==> config.mk <==
export PLATFORM = sky130hd
export DESIGN_NAME = mlp_argmax_collector_flat
export DESIGN_NICKNAME = d
export VERILOG_FILES = /design/src/rtl/mlp_argmax_collector_if.sv /design/src/rtl/mlp_argmax_collector.sv /design/src/flat_wrapper.sv
export SDC_FILE = /design/constraint.sdc
export NUM_CORES = 1
export LEC_CHECK = 0
export ABC_AREA = 1
export CAP_MARGIN = 10
export CORE_MARGIN = 2
export CORE_UTILIZATION = 38
export DETAILED_ROUTE_END_ITERATION = 10
export GPL_TIMING_DRIVEN = 1
export SETUP_SLACK_MARGIN = 0.2
export SLEW_MARGIN = 20
export SYNTH_ARGS = -nofsm -noshare
export SYNTH_HDL_FRONTEND = slang
export SYNTH_SLANG_ARGS = --single-unit
==> constraint.sdc <==
create_clock -name clk -period 11.8 [get_ports clk]
set_clock_uncertainty 0.2 [all_clocks]
set_input_delay 2.36 -clock clk [delete_from_list [all_inputs] [get_ports clk]]
set_output_delay 2.36 -clock clk [all_outputs]
set_load 0.1 [all_outputs]
==> src/rtl/mlp_argmax_collector_if.sv <==
// ----------------------------------------------------------------------------
// mlp_argmax_collector_if
// Snooped output-buffer write bus of top_mlp.
//   y_buf_en     buffer enable
//   y_buf_wr_en  write enable
//   y_buf_addr   byte address (word-aligned when legal)
//   y_buf_data   signed score
// master: the MLP (or a bench driving it); slave: the argmax collector.
// ----------------------------------------------------------------------------
interface mlp_argmax_collector_if #(
    parameter int Y_BUF_ADDR_WIDTH = 32,
    parameter int Y_BUF_DATA_WIDTH = 32
) ();
    logic                        y_buf_en;
    logic                        y_buf_wr_en;
    logic [Y_BUF_ADDR_WIDTH-1:0] y_buf_addr;
    logic [Y_BUF_DATA_WIDTH-1:0] y_buf_data;

    modport master (
        output y_buf_en,
        output y_buf_wr_en,
        output y_buf_addr,
        output y_buf_data
    );

    modport slave (
        input y_buf_en,
        input y_buf_wr_en,
        input y_buf_addr,
        input y_buf_data
    );
endinterface

==> src/rtl/mlp_argmax_collector.sv <==
// ----------------------------------------------------------------------------
// mlp_argmax_collector
// Snoops the MLP output-buffer writes, collects CLASS_NUM signed scores per
// image and tracks a running argmax per image (ties go to the lowest class).
//   clk, rst_n      clock, asynchronous active-low reset
//   start_i         run start; clears all collected state, enters COLLECT
//   y_buf           snooped write bus (slave modport)
//   mlp_done_i      MLP done; ends collection early
//   pred_vld_o      one-cycle pulse per finished image, with
//   pred_img_o      its image index and
//   pred_class_o    its winning class
//   rd_img_i        read-port image select
//   rd_class_o      stored class of rd_img_i (0 unless complete)
//   rd_valid_o      rd_img_i is complete
//   all_done_o      held high in DONE
//   err_o           sticky: bad address, duplicate class, or incomplete run
// Pipeline: stage 1 decodes/validates the beat, stage 2 updates the per-image
// mask/max/class and flags completion; the prediction is registered after.
// ----------------------------------------------------------------------------
module mlp_argmax_collector #(
    parameter  int IN_IMG_NUM       = 10,
    parameter  int CLASS_NUM        = 10,
    parameter  int Y_BUF_DATA_WIDTH = 32,
    parameter  int Y_BUF_ADDR_WIDTH = 32,
    localparam int IMGW             = $clog2(IN_IMG_NUM),
    localparam int CLSW             = $clog2(CLASS_NUM),
    localparam int WIDXW            = $clog2(IN_IMG_NUM * CLASS_NUM)
) (
    input  logic                         clk,
    input  logic                         rst_n,
    input  logic                         start_i,
    mlp_argmax_collector_if.slave        y_buf,
    input  logic                         mlp_done_i,
    output logic                         pred_vld_o,
    output logic [IMGW-1:0]              pred_img_o,
    output logic [CLSW-1:0]              pred_class_o,
    input  logic [IMGW-1:0]              rd_img_i,
    output logic [CLSW-1:0]              rd_class_o,
    output logic                         rd_valid_o,
    output logic                         all_done_o,
    output logic                         err_o
);

    localparam int unsigned NWORDS   = IN_IMG_NUM * CLASS_NUM;
    localparam int unsigned CLS_U    = CLASS_NUM;
    localparam logic [IMGW-1:0] IMG_LAST = IMGW'(IN_IMG_NUM - 1);

    typedef enum logic [1:0] {
        S_IDLE,
        S_COLLECT,
        S_FLUSH,
        S_DONE
    } state_t;

    // ------------------------------------------------------------------
    // State
    // ------------------------------------------------------------------
    state_t                              r_state;
    state_t                              w_state_nxt;
    logic                                r_flush_cnt;
    logic                                w_accept;

    logic                                r_s1_vld;
    logic [IMGW-1:0]                     r_s1_img;
    logic [CLSW-1:0]                     r_s1_cls;
    logic signed [Y_BUF_DATA_WIDTH-1:0]  r_s1_data;

    logic [IN_IMG_NUM-1:0][CLASS_NUM-1:0] r_mask;
    logic signed [Y_BUF_DATA_WIDTH-1:0]  r_max [IN_IMG_NUM];
    logic [CLSW-1:0]                     r_cls [IN_IMG_NUM];
    logic [IN_IMG_NUM-1:0]               r_img_done;

    logic                                r_pred_vld;
    logic [IMGW-1:0]                     r_pred_img;
    logic [CLSW-1:0]                     r_pred_class;
    logic                                r_err;

    // ------------------------------------------------------------------
    // Stage 1 decode (combinational part)
    // ------------------------------------------------------------------
    logic [WIDXW-1:0]  w_widx;
    logic              w_upper_set;
    logic              w_addr_ok;
    logic [IMGW-1:0]   w_img;
    logic [CLSW-1:0]   w_cls;
    logic              w_beat;

    assign w_widx      = y_buf.y_buf_addr[WIDXW+1:2];
    assign w_upper_set = |y_buf.y_buf_addr[Y_BUF_ADDR_WIDTH-1:WIDXW+2];
    assign w_addr_ok   = (y_buf.y_buf_addr[1:0] == 2'b00) && !w_upper_set
                         && (32'(w_widx) < NWORDS);
    assign w_img       = IMGW'(32'(w_widx) / CLS_U);
    assign w_cls       = CLSW'(32'(w_widx) % CLS_U);
    // A write coinciding with start_i belongs to the old run: drop it.
    assign w_beat      = w_accept && y_buf.y_buf_en && y_buf.y_buf_wr_en && !start_i;

    always_ff @(posedge clk or negedge rst_n) begin
        if (!rst_n) begin
            r_s1_vld  <= 1'b0;
            r_s1_img  <= '0;
            r_s1_cls  <= '0;
            r_s1_data <= '0;
        end else begin
            // NOTE: sequential state uses non-blocking assignments so every
            // flop samples pre-edge values regardless of statement order.
            r_s1_vld <= w_beat && w_addr_ok;
            if (w_beat) begin
                r_s1_img  <= w_img;
                r_s1_cls  <= w_cls;
                r_s1_data <= $signed(y_buf.y_buf_data);
            end
        end
    end

    // ------------------------------------------------------------------
    // Stage 2 update decision
    // ------------------------------------------------------------------
    logic [CLASS_NUM-1:0]  w_cur_mask;
    logic [CLASS_NUM-1:0]  w_cls_bit;
    logic [CLASS_NUM-1:0]  w_new_mask;
    logic                  w_dup;
    logic                  w_upd;
    logic                  w_take;
    logic                  w_completes;
    logic [CLSW-1:0]       w_win_cls;
    logic [IN_IMG_NUM-1:0] w_done_nxt;

    always_comb begin
        // NOTE: every combinational output gets a default first so no path
        // leaves it unassigned and no latch is inferred.
        w_cur_mask  = r_mask[r_s1_img];
        w_cls_bit   = {{(CLASS_NUM-1){1'b0}}, 1'b1} << r_s1_cls;
        w_new_mask  = w_cur_mask | w_cls_bit;
        w_dup       = r_s1_vld && (|(w_cur_mask & w_cls_bit));
        w_upd       = r_s1_vld && !w_dup;
        // Equal scores keep the lower class, so arrival order never matters.
        w_take      = (w_cur_mask == '0)
                      || (r_s1_data > r_max[r_s1_img])
                      || ((r_s1_data == r_max[r_s1_img]) && (r_s1_cls < r_cls[r_s1_img]));
        w_win_cls   = w_take ? r_s1_cls : r_cls[r_s1_img];
        w_completes = w_upd && (&w_new_mask);
        w_done_nxt  = r_img_done;
        if (w_completes) begin
            w_done_nxt = r_img_done | ({{(IN_IMG_NUM-1){1'b0}}, 1'b1} << r_s1_img);
        end
    end

    always_ff @(posedge clk or negedge rst_n) begin
        if (!rst_n) begin
            // NOTE: the per-image tables are small flop arrays, not RAM, so
            // they are cleared by reset like any other state.
            r_mask     <= '0;
            r_img_done <= '0;
            for (int i = 0; i < IN_IMG_NUM; i++) begin
                r_max[i] <= '0;
                r_cls[i] <= '0;
            end
        end else if (start_i) begin
            r_mask     <= '0;
            r_img_done <= '0;
            for (int i = 0; i < IN_IMG_NUM; i++) begin
                r_max[i] <= '0;
                r_cls[i] <= '0;
            end
        end else begin
            r_img_done <= w_done_nxt;
            if (w_upd) begin
                r_mask[r_s1_img] <= w_new_mask;
                if (w_take) begin
                    r_max[r_s1_img] <= r_s1_data;
                    r_cls[r_s1_img] <= r_s1_cls;
                end
            end
        end
    end

    // Prediction pulse, one cycle after the completing update.
    always_ff @(posedge clk or negedge rst_n) begin
        if (!rst_n) begin
            r_pred_vld   <= 1'b0;
            r_pred_img   <= '0;
            r_pred_class <= '0;
        end else if (start_i) begin
            r_pred_vld   <= 1'b0;
            r_pred_img   <= '0;
            r_pred_class <= '0;
        end else begin
            r_pred_vld <= w_completes;
            if (w_completes) begin
                r_pred_img   <= r_s1_img;
                r_pred_class <= w_win_cls;
            end
        end
    end

    // Sticky error: bad address, duplicate class, or run ending incomplete.
    logic w_done_incomplete;
    assign w_done_incomplete = (r_state == S_FLUSH) && (w_state_nxt == S_DONE)
                               && !(&w_done_nxt);

    always_ff @(posedge clk or negedge rst_n) begin
        if (!rst_n) begin
            r_err <= 1'b0;
        end else if (start_i) begin
            r_err <= 1'b0;
        end else if ((w_beat && !w_addr_ok) || w_dup || w_done_incomplete) begin
            r_err <= 1'b1;
        end
    end

    // ------------------------------------------------------------------
    // FSM: state register / next state / outputs
    // ------------------------------------------------------------------
    always_ff @(posedge clk or negedge rst_n) begin
        if (!rst_n) begin
            r_state     <= S_IDLE;
            r_flush_cnt <= 1'b0;
        end else begin
            r_state     <= w_state_nxt;
            r_flush_cnt <= (r_state == S_FLUSH) && (w_state_nxt == S_FLUSH);
        end
    end

    always_comb begin
        w_state_nxt = r_state;
        if (start_i) begin
            w_state_nxt = S_COLLECT;
        end else begin
            case (r_state)
                S_IDLE:    w_state_nxt = S_IDLE;
                // Uses the post-update completion vector so the last image
                // finishing moves to FLUSH without an extra cycle.
                S_COLLECT: if (mlp_done_i || (&w_done_nxt)) w_state_nxt = S_FLUSH;
                S_FLUSH:   if (r_flush_cnt) w_state_nxt = S_DONE;
                S_DONE:    w_state_nxt = S_DONE;
                default:   w_state_nxt = S_IDLE;
            endcase
        end
    end

    always_comb begin
        w_accept   = (r_state == S_COLLECT) || (r_state == S_FLUSH);
        all_done_o = (r_state == S_DONE);
    end

    // ------------------------------------------------------------------
    // Outputs and read port
    // ------------------------------------------------------------------
    assign pred_vld_o   = r_pred_vld;
    assign pred_img_o   = r_pred_img;
    assign pred_class_o = r_pred_class;
    assign err_o        = r_err;

    always_comb begin
        rd_valid_o = 1'b0;
        rd_class_o = '0;
        if ((rd_img_i <= IMG_LAST) && r_img_done[rd_img_i]) begin
            rd_valid_o = 1'b1;
            rd_class_o = r_cls[rd_img_i];
        end
    end

endmodule

==> src/flat_wrapper.sv <==
// flat-port wrapper written by rule: the top's interface ports become plain ports
module mlp_argmax_collector_flat 
#(
    parameter  int IN_IMG_NUM       = 10,
    parameter  int CLASS_NUM        = 10,
    parameter  int Y_BUF_DATA_WIDTH = 32,
    parameter  int Y_BUF_ADDR_WIDTH = 32,
    localparam int IMGW             = $clog2(IN_IMG_NUM),
    localparam int CLSW             = $clog2(CLASS_NUM),
    localparam int WIDXW            = $clog2(IN_IMG_NUM * CLASS_NUM)
)
  (clk, rst_n, start_i, mlp_done_i, pred_vld_o, pred_img_o, pred_class_o, rd_img_i, rd_class_o, rd_valid_o, all_done_o, err_o, y_buf_y_buf_en, y_buf_y_buf_wr_en, y_buf_y_buf_addr, y_buf_y_buf_data);
  mlp_argmax_collector_if #(.Y_BUF_ADDR_WIDTH(Y_BUF_ADDR_WIDTH), .Y_BUF_DATA_WIDTH(Y_BUF_DATA_WIDTH)) y_buf_i ();
  input  logic clk;
  input  logic rst_n;
  input  logic start_i;
  input  logic mlp_done_i;
  output logic pred_vld_o;
  output logic [IMGW-1:0] pred_img_o;
  output logic [CLSW-1:0] pred_class_o;
  input  logic [IMGW-1:0] rd_img_i;
  output logic [CLSW-1:0] rd_class_o;
  output logic rd_valid_o;
  output logic all_done_o;
  output logic err_o;
  input wire logic [$bits(y_buf_i.y_buf_en)-1:0] y_buf_y_buf_en;
  input wire logic [$bits(y_buf_i.y_buf_wr_en)-1:0] y_buf_y_buf_wr_en;
  input wire logic [$bits(y_buf_i.y_buf_addr)-1:0] y_buf_y_buf_addr;
  input wire logic [$bits(y_buf_i.y_buf_data)-1:0] y_buf_y_buf_data;
  assign y_buf_i.y_buf_en = y_buf_y_buf_en;
  assign y_buf_i.y_buf_wr_en = y_buf_y_buf_wr_en;
  assign y_buf_i.y_buf_addr = y_buf_y_buf_addr;
  assign y_buf_i.y_buf_data = y_buf_y_buf_data;
  mlp_argmax_collector #(.IN_IMG_NUM(IN_IMG_NUM), .CLASS_NUM(CLASS_NUM), .Y_BUF_DATA_WIDTH(Y_BUF_DATA_WIDTH), .Y_BUF_ADDR_WIDTH(Y_BUF_ADDR_WIDTH)) u_core (.clk(clk), .rst_n(rst_n), .start_i(start_i), .y_buf(y_buf_i), .mlp_done_i(mlp_done_i), .pred_vld_o(pred_vld_o), .pred_img_o(pred_img_o), .pred_class_o(pred_class_o), .rd_img_i(rd_img_i), .rd_class_o(rd_class_o), .rd_valid_o(rd_valid_o), .all_done_o(all_done_o), .err_o(err_o));
endmodule
==> results.ini <==
[global_routing]
grt_pass1_wl_mm = 126
overflow = 0
antenna_found_initial = 0
grt_max_degree = 178
grtUsageTotal = 0.246
grt_pass1_vias = 21200

[clocking]
cts_root_buffer = clkbuf_16
clkSinkCount = 524
post_cts_resized = 0
holdBufCountCts = 0
post_cts_buffers = 0
clock_path_buffers = 3
path_clk_slew_ns = 0.06
cts_max_level = 2
clk_latency_ns = 0.64
numCtsBuffers = 55
tritoncts = built

[place]
dpl-instance-area_sq_um = 25800
portBuffers = 89
dp_hpwl_mm = 46.6
place_inst = 3493
routabilityCongestion = 0.915

[drt]
drt-vias-per-instance = 5.97
drt_iter0_drc = 2558
wl_mm = 81.6
drtAntennaViolNets = 0
vias = 21400
wl_per_cell_um = 22.7
drc = 0
dr.pass1.iters = 8

[floorplan]
num_rows = 92
ios = 90
die_w_um = 257
fp.dieH_um = 257
fp.dieArea_sq_um = 65900
core_area_sq_um = 63100
initial_core_util = 0.385

[setup_path]
r2r-start = u_core.r_s1_img[1]
cp-end-kind = flop
critical_path.max_fanout = 36
r2r-end = u_core.r_max[315]
arrival_ns = 9.02
reg2regPathDepth = 16
start_kind = flop
reg2reg_slack_ns = 3.09
criticalPathCategory = reg -> reg
critPathRequiredTime_ns = 12.11

[logic_synthesis]
async_reset_ff_frac = 1.00
syn_avg_cell_area_sq_um = 8.93
yosysTopAreaCell = dfrtp_1
synthDominantCellAreaShare = 0.540
yosys-top-cells-count = 524 x dfrtp_1, 464 x o21ai_0, 373 x nand2_1, 349 x inv_1, 306 x o22ai_1
yosysUniqueCellTypes = 46
synth-edff-count = 0
synth.area.top_cells = dfrtp_1 54%, o21ai_0 9.6%, o22ai_1 7.9%
synth_area_sq_um = 24300
ys_ff_latch = 524
synth_seq_area_share = 0.540
ys.warnings.count = 0
synth_top_flop_cell = dfrtp_1
synth.most_common_cell = dfrtp_1
synth_nets = 2831
synthCells = 2717

[job]
cap_viol_max_count = 0

[timing]
worst_slew_pin_slew_ns = 1.16
slew_headroom = 0.227
timing.final.crit_period_ns = 8.71
fin_crit_sh = 0.738
finalHoldViolCount = 0
rsz0062_at_grt = no
setup_violations = 0
setup_tns_ns = 0
timing.fmax_ghz = 0.115
slew_violations = 0

[worst_hold_path]
min-delay-start = u_core.r_mask[72]
hold_path_depth = 2
min_path_type = reg -> reg
min_delay_worst_endpoint = u_core.r_mask[72]

[cells_and_area]
area_delta_synth_final_pct = 14.6
postLayoutCellArea_sq_um = 27800
drive_gt1_frac = 0.0638
fin_nets = 2818
diodes = 0
instances_no_fill = 3591

[pwr]
p_comb_frac = 0.209
p_sw_frac = 0.341
power_frac_seq = 0.399
p_clk_frac = 0.392
power.leakage_nw = 11.9
internal-power_mw = 3.16
netSwitchingPower_mw = 1.64
ir_drop_mv = 0.101
power_density_nw_per_um2 = 172

[run_status]
status = completed

## sequential cells by signal, summed over array words and instances (netlist names)
register and flops:
u_core.r_cls 40, u_core.r_s1_cls 4, u_core.r_state 2, u_core.r_s1_img 4, u_core.r_max 320, u_core.r_mask 100, u_core.r_img_done 10, u_core.r_s1_vld 1
u_core.r_flush_cnt 1, u_core.r_s1_data 32, u_core.pred_vld_o 1, u_core.pred_class_o 4, u_core.pred_img_o 4, u_core.err_o 1
## power groups by stage
stage / logic, mW / clock network, mW / registers (mW)
2_1_floorplan: 0.598 / 0 / 1.91
3_3_place_gp: 0.963 / 0 / 1.94
3_5_place_dp: 0.973 / 0 / 1.94
4_1_cts: 0.976 / 1.90 / 1.91
5_1_grt: 1.07 / 1.97 / 1.91
6_report: 1.00 / 1.88 / 1.91
## cell usage in the layout (no fill, tap or decap), types with 43 or more instances in the layout
master	n
inv_1	346
a22oi_1	43
a221oi_1	64
o22ai_1	306
clkbuf_16	55
nand2_1	372
dfrtp_1	524
a21oi_1	44
nor2_1	96
clkdlybuf4s50_1	88
o21ai_0	464
## layout make-up
cell class / instances / area, sq um
clock buffer: 81 / 1670
clock inverter: 17 / 294
fill: 6190 / 35300
inverter: 365 / 1370
multi-input combinational: 1633 / 9090
sequential: 524 / 13100
tap: 846 / 1060
timing repair buffer: 125 / 1200
## critical path, cell delays in order (launching register included)
cell and delay [ns]:
dfrtp_1 0.96, nor2_4 0.36, nand2_2 0.62, clkinv_1 0.80
buf_4 0.48, a221oi_1 0.43, ha_1 0.26, nand4_1 0.10
or3_1 0.37, nor4_1 0.85, o21ai_0 0.37, nand4_1 0.22
or2_2 0.15, nand3_1 0.13, nand3_1 0.59, nand3_2 1.06
o21ai_0 0.53
## kinds of logic after synthesis
family	synth area share
flip-flops	0.540
adder cells (fa/ha/maj)	0.0206
XOR/XNOR	0.00180
AO/OA/AOI/OAI	0.248
buffers and inverters	0.0897
AND/OR/NAND/NOR	0.0991
## routing by layer
metal  GRT usage  vias to the layer above  wire [um]
met2       0.392                     1112      37700
met5           0                        -          0
met3      0.0453                      228       7270
met4      0.0896                        0       2820
met1       0.334                    10700      33800
li1            -                     9420          -
## metrics by stage
step                 util  hold WS (ns)  power [mW]  setup WS [ns]
floorplan               -         0.253        2.51           4.89
global placement    0.409         0.267        2.90           3.50
detailed placement  0.409         0.273        2.91           3.43
CTS                 0.441         0.289        4.78           3.39
global route        0.441         0.307        4.96           2.86
finish              0.441         0.285        4.79           3.09
## how the worst max path moves through the flow
stage                              endpoint          startpoint  cells past startpoint
after floorplan               rd_class_o[0]         rd_img_i[0]                      8
after global placement        rd_class_o[3]         rd_img_i[0]                      8
after detailed placement  u_core.r_max[301]  u_core.r_s1_img[0]                     17
after CTS                  u_core.r_max[45]  u_core.r_s1_img[0]                     19
after global routing      u_core.r_max[295]  u_core.r_s1_img[1]                     19
final                     u_core.r_max[315]  u_core.r_s1_img[1]                     16
(Power assumes the default switching activity.)
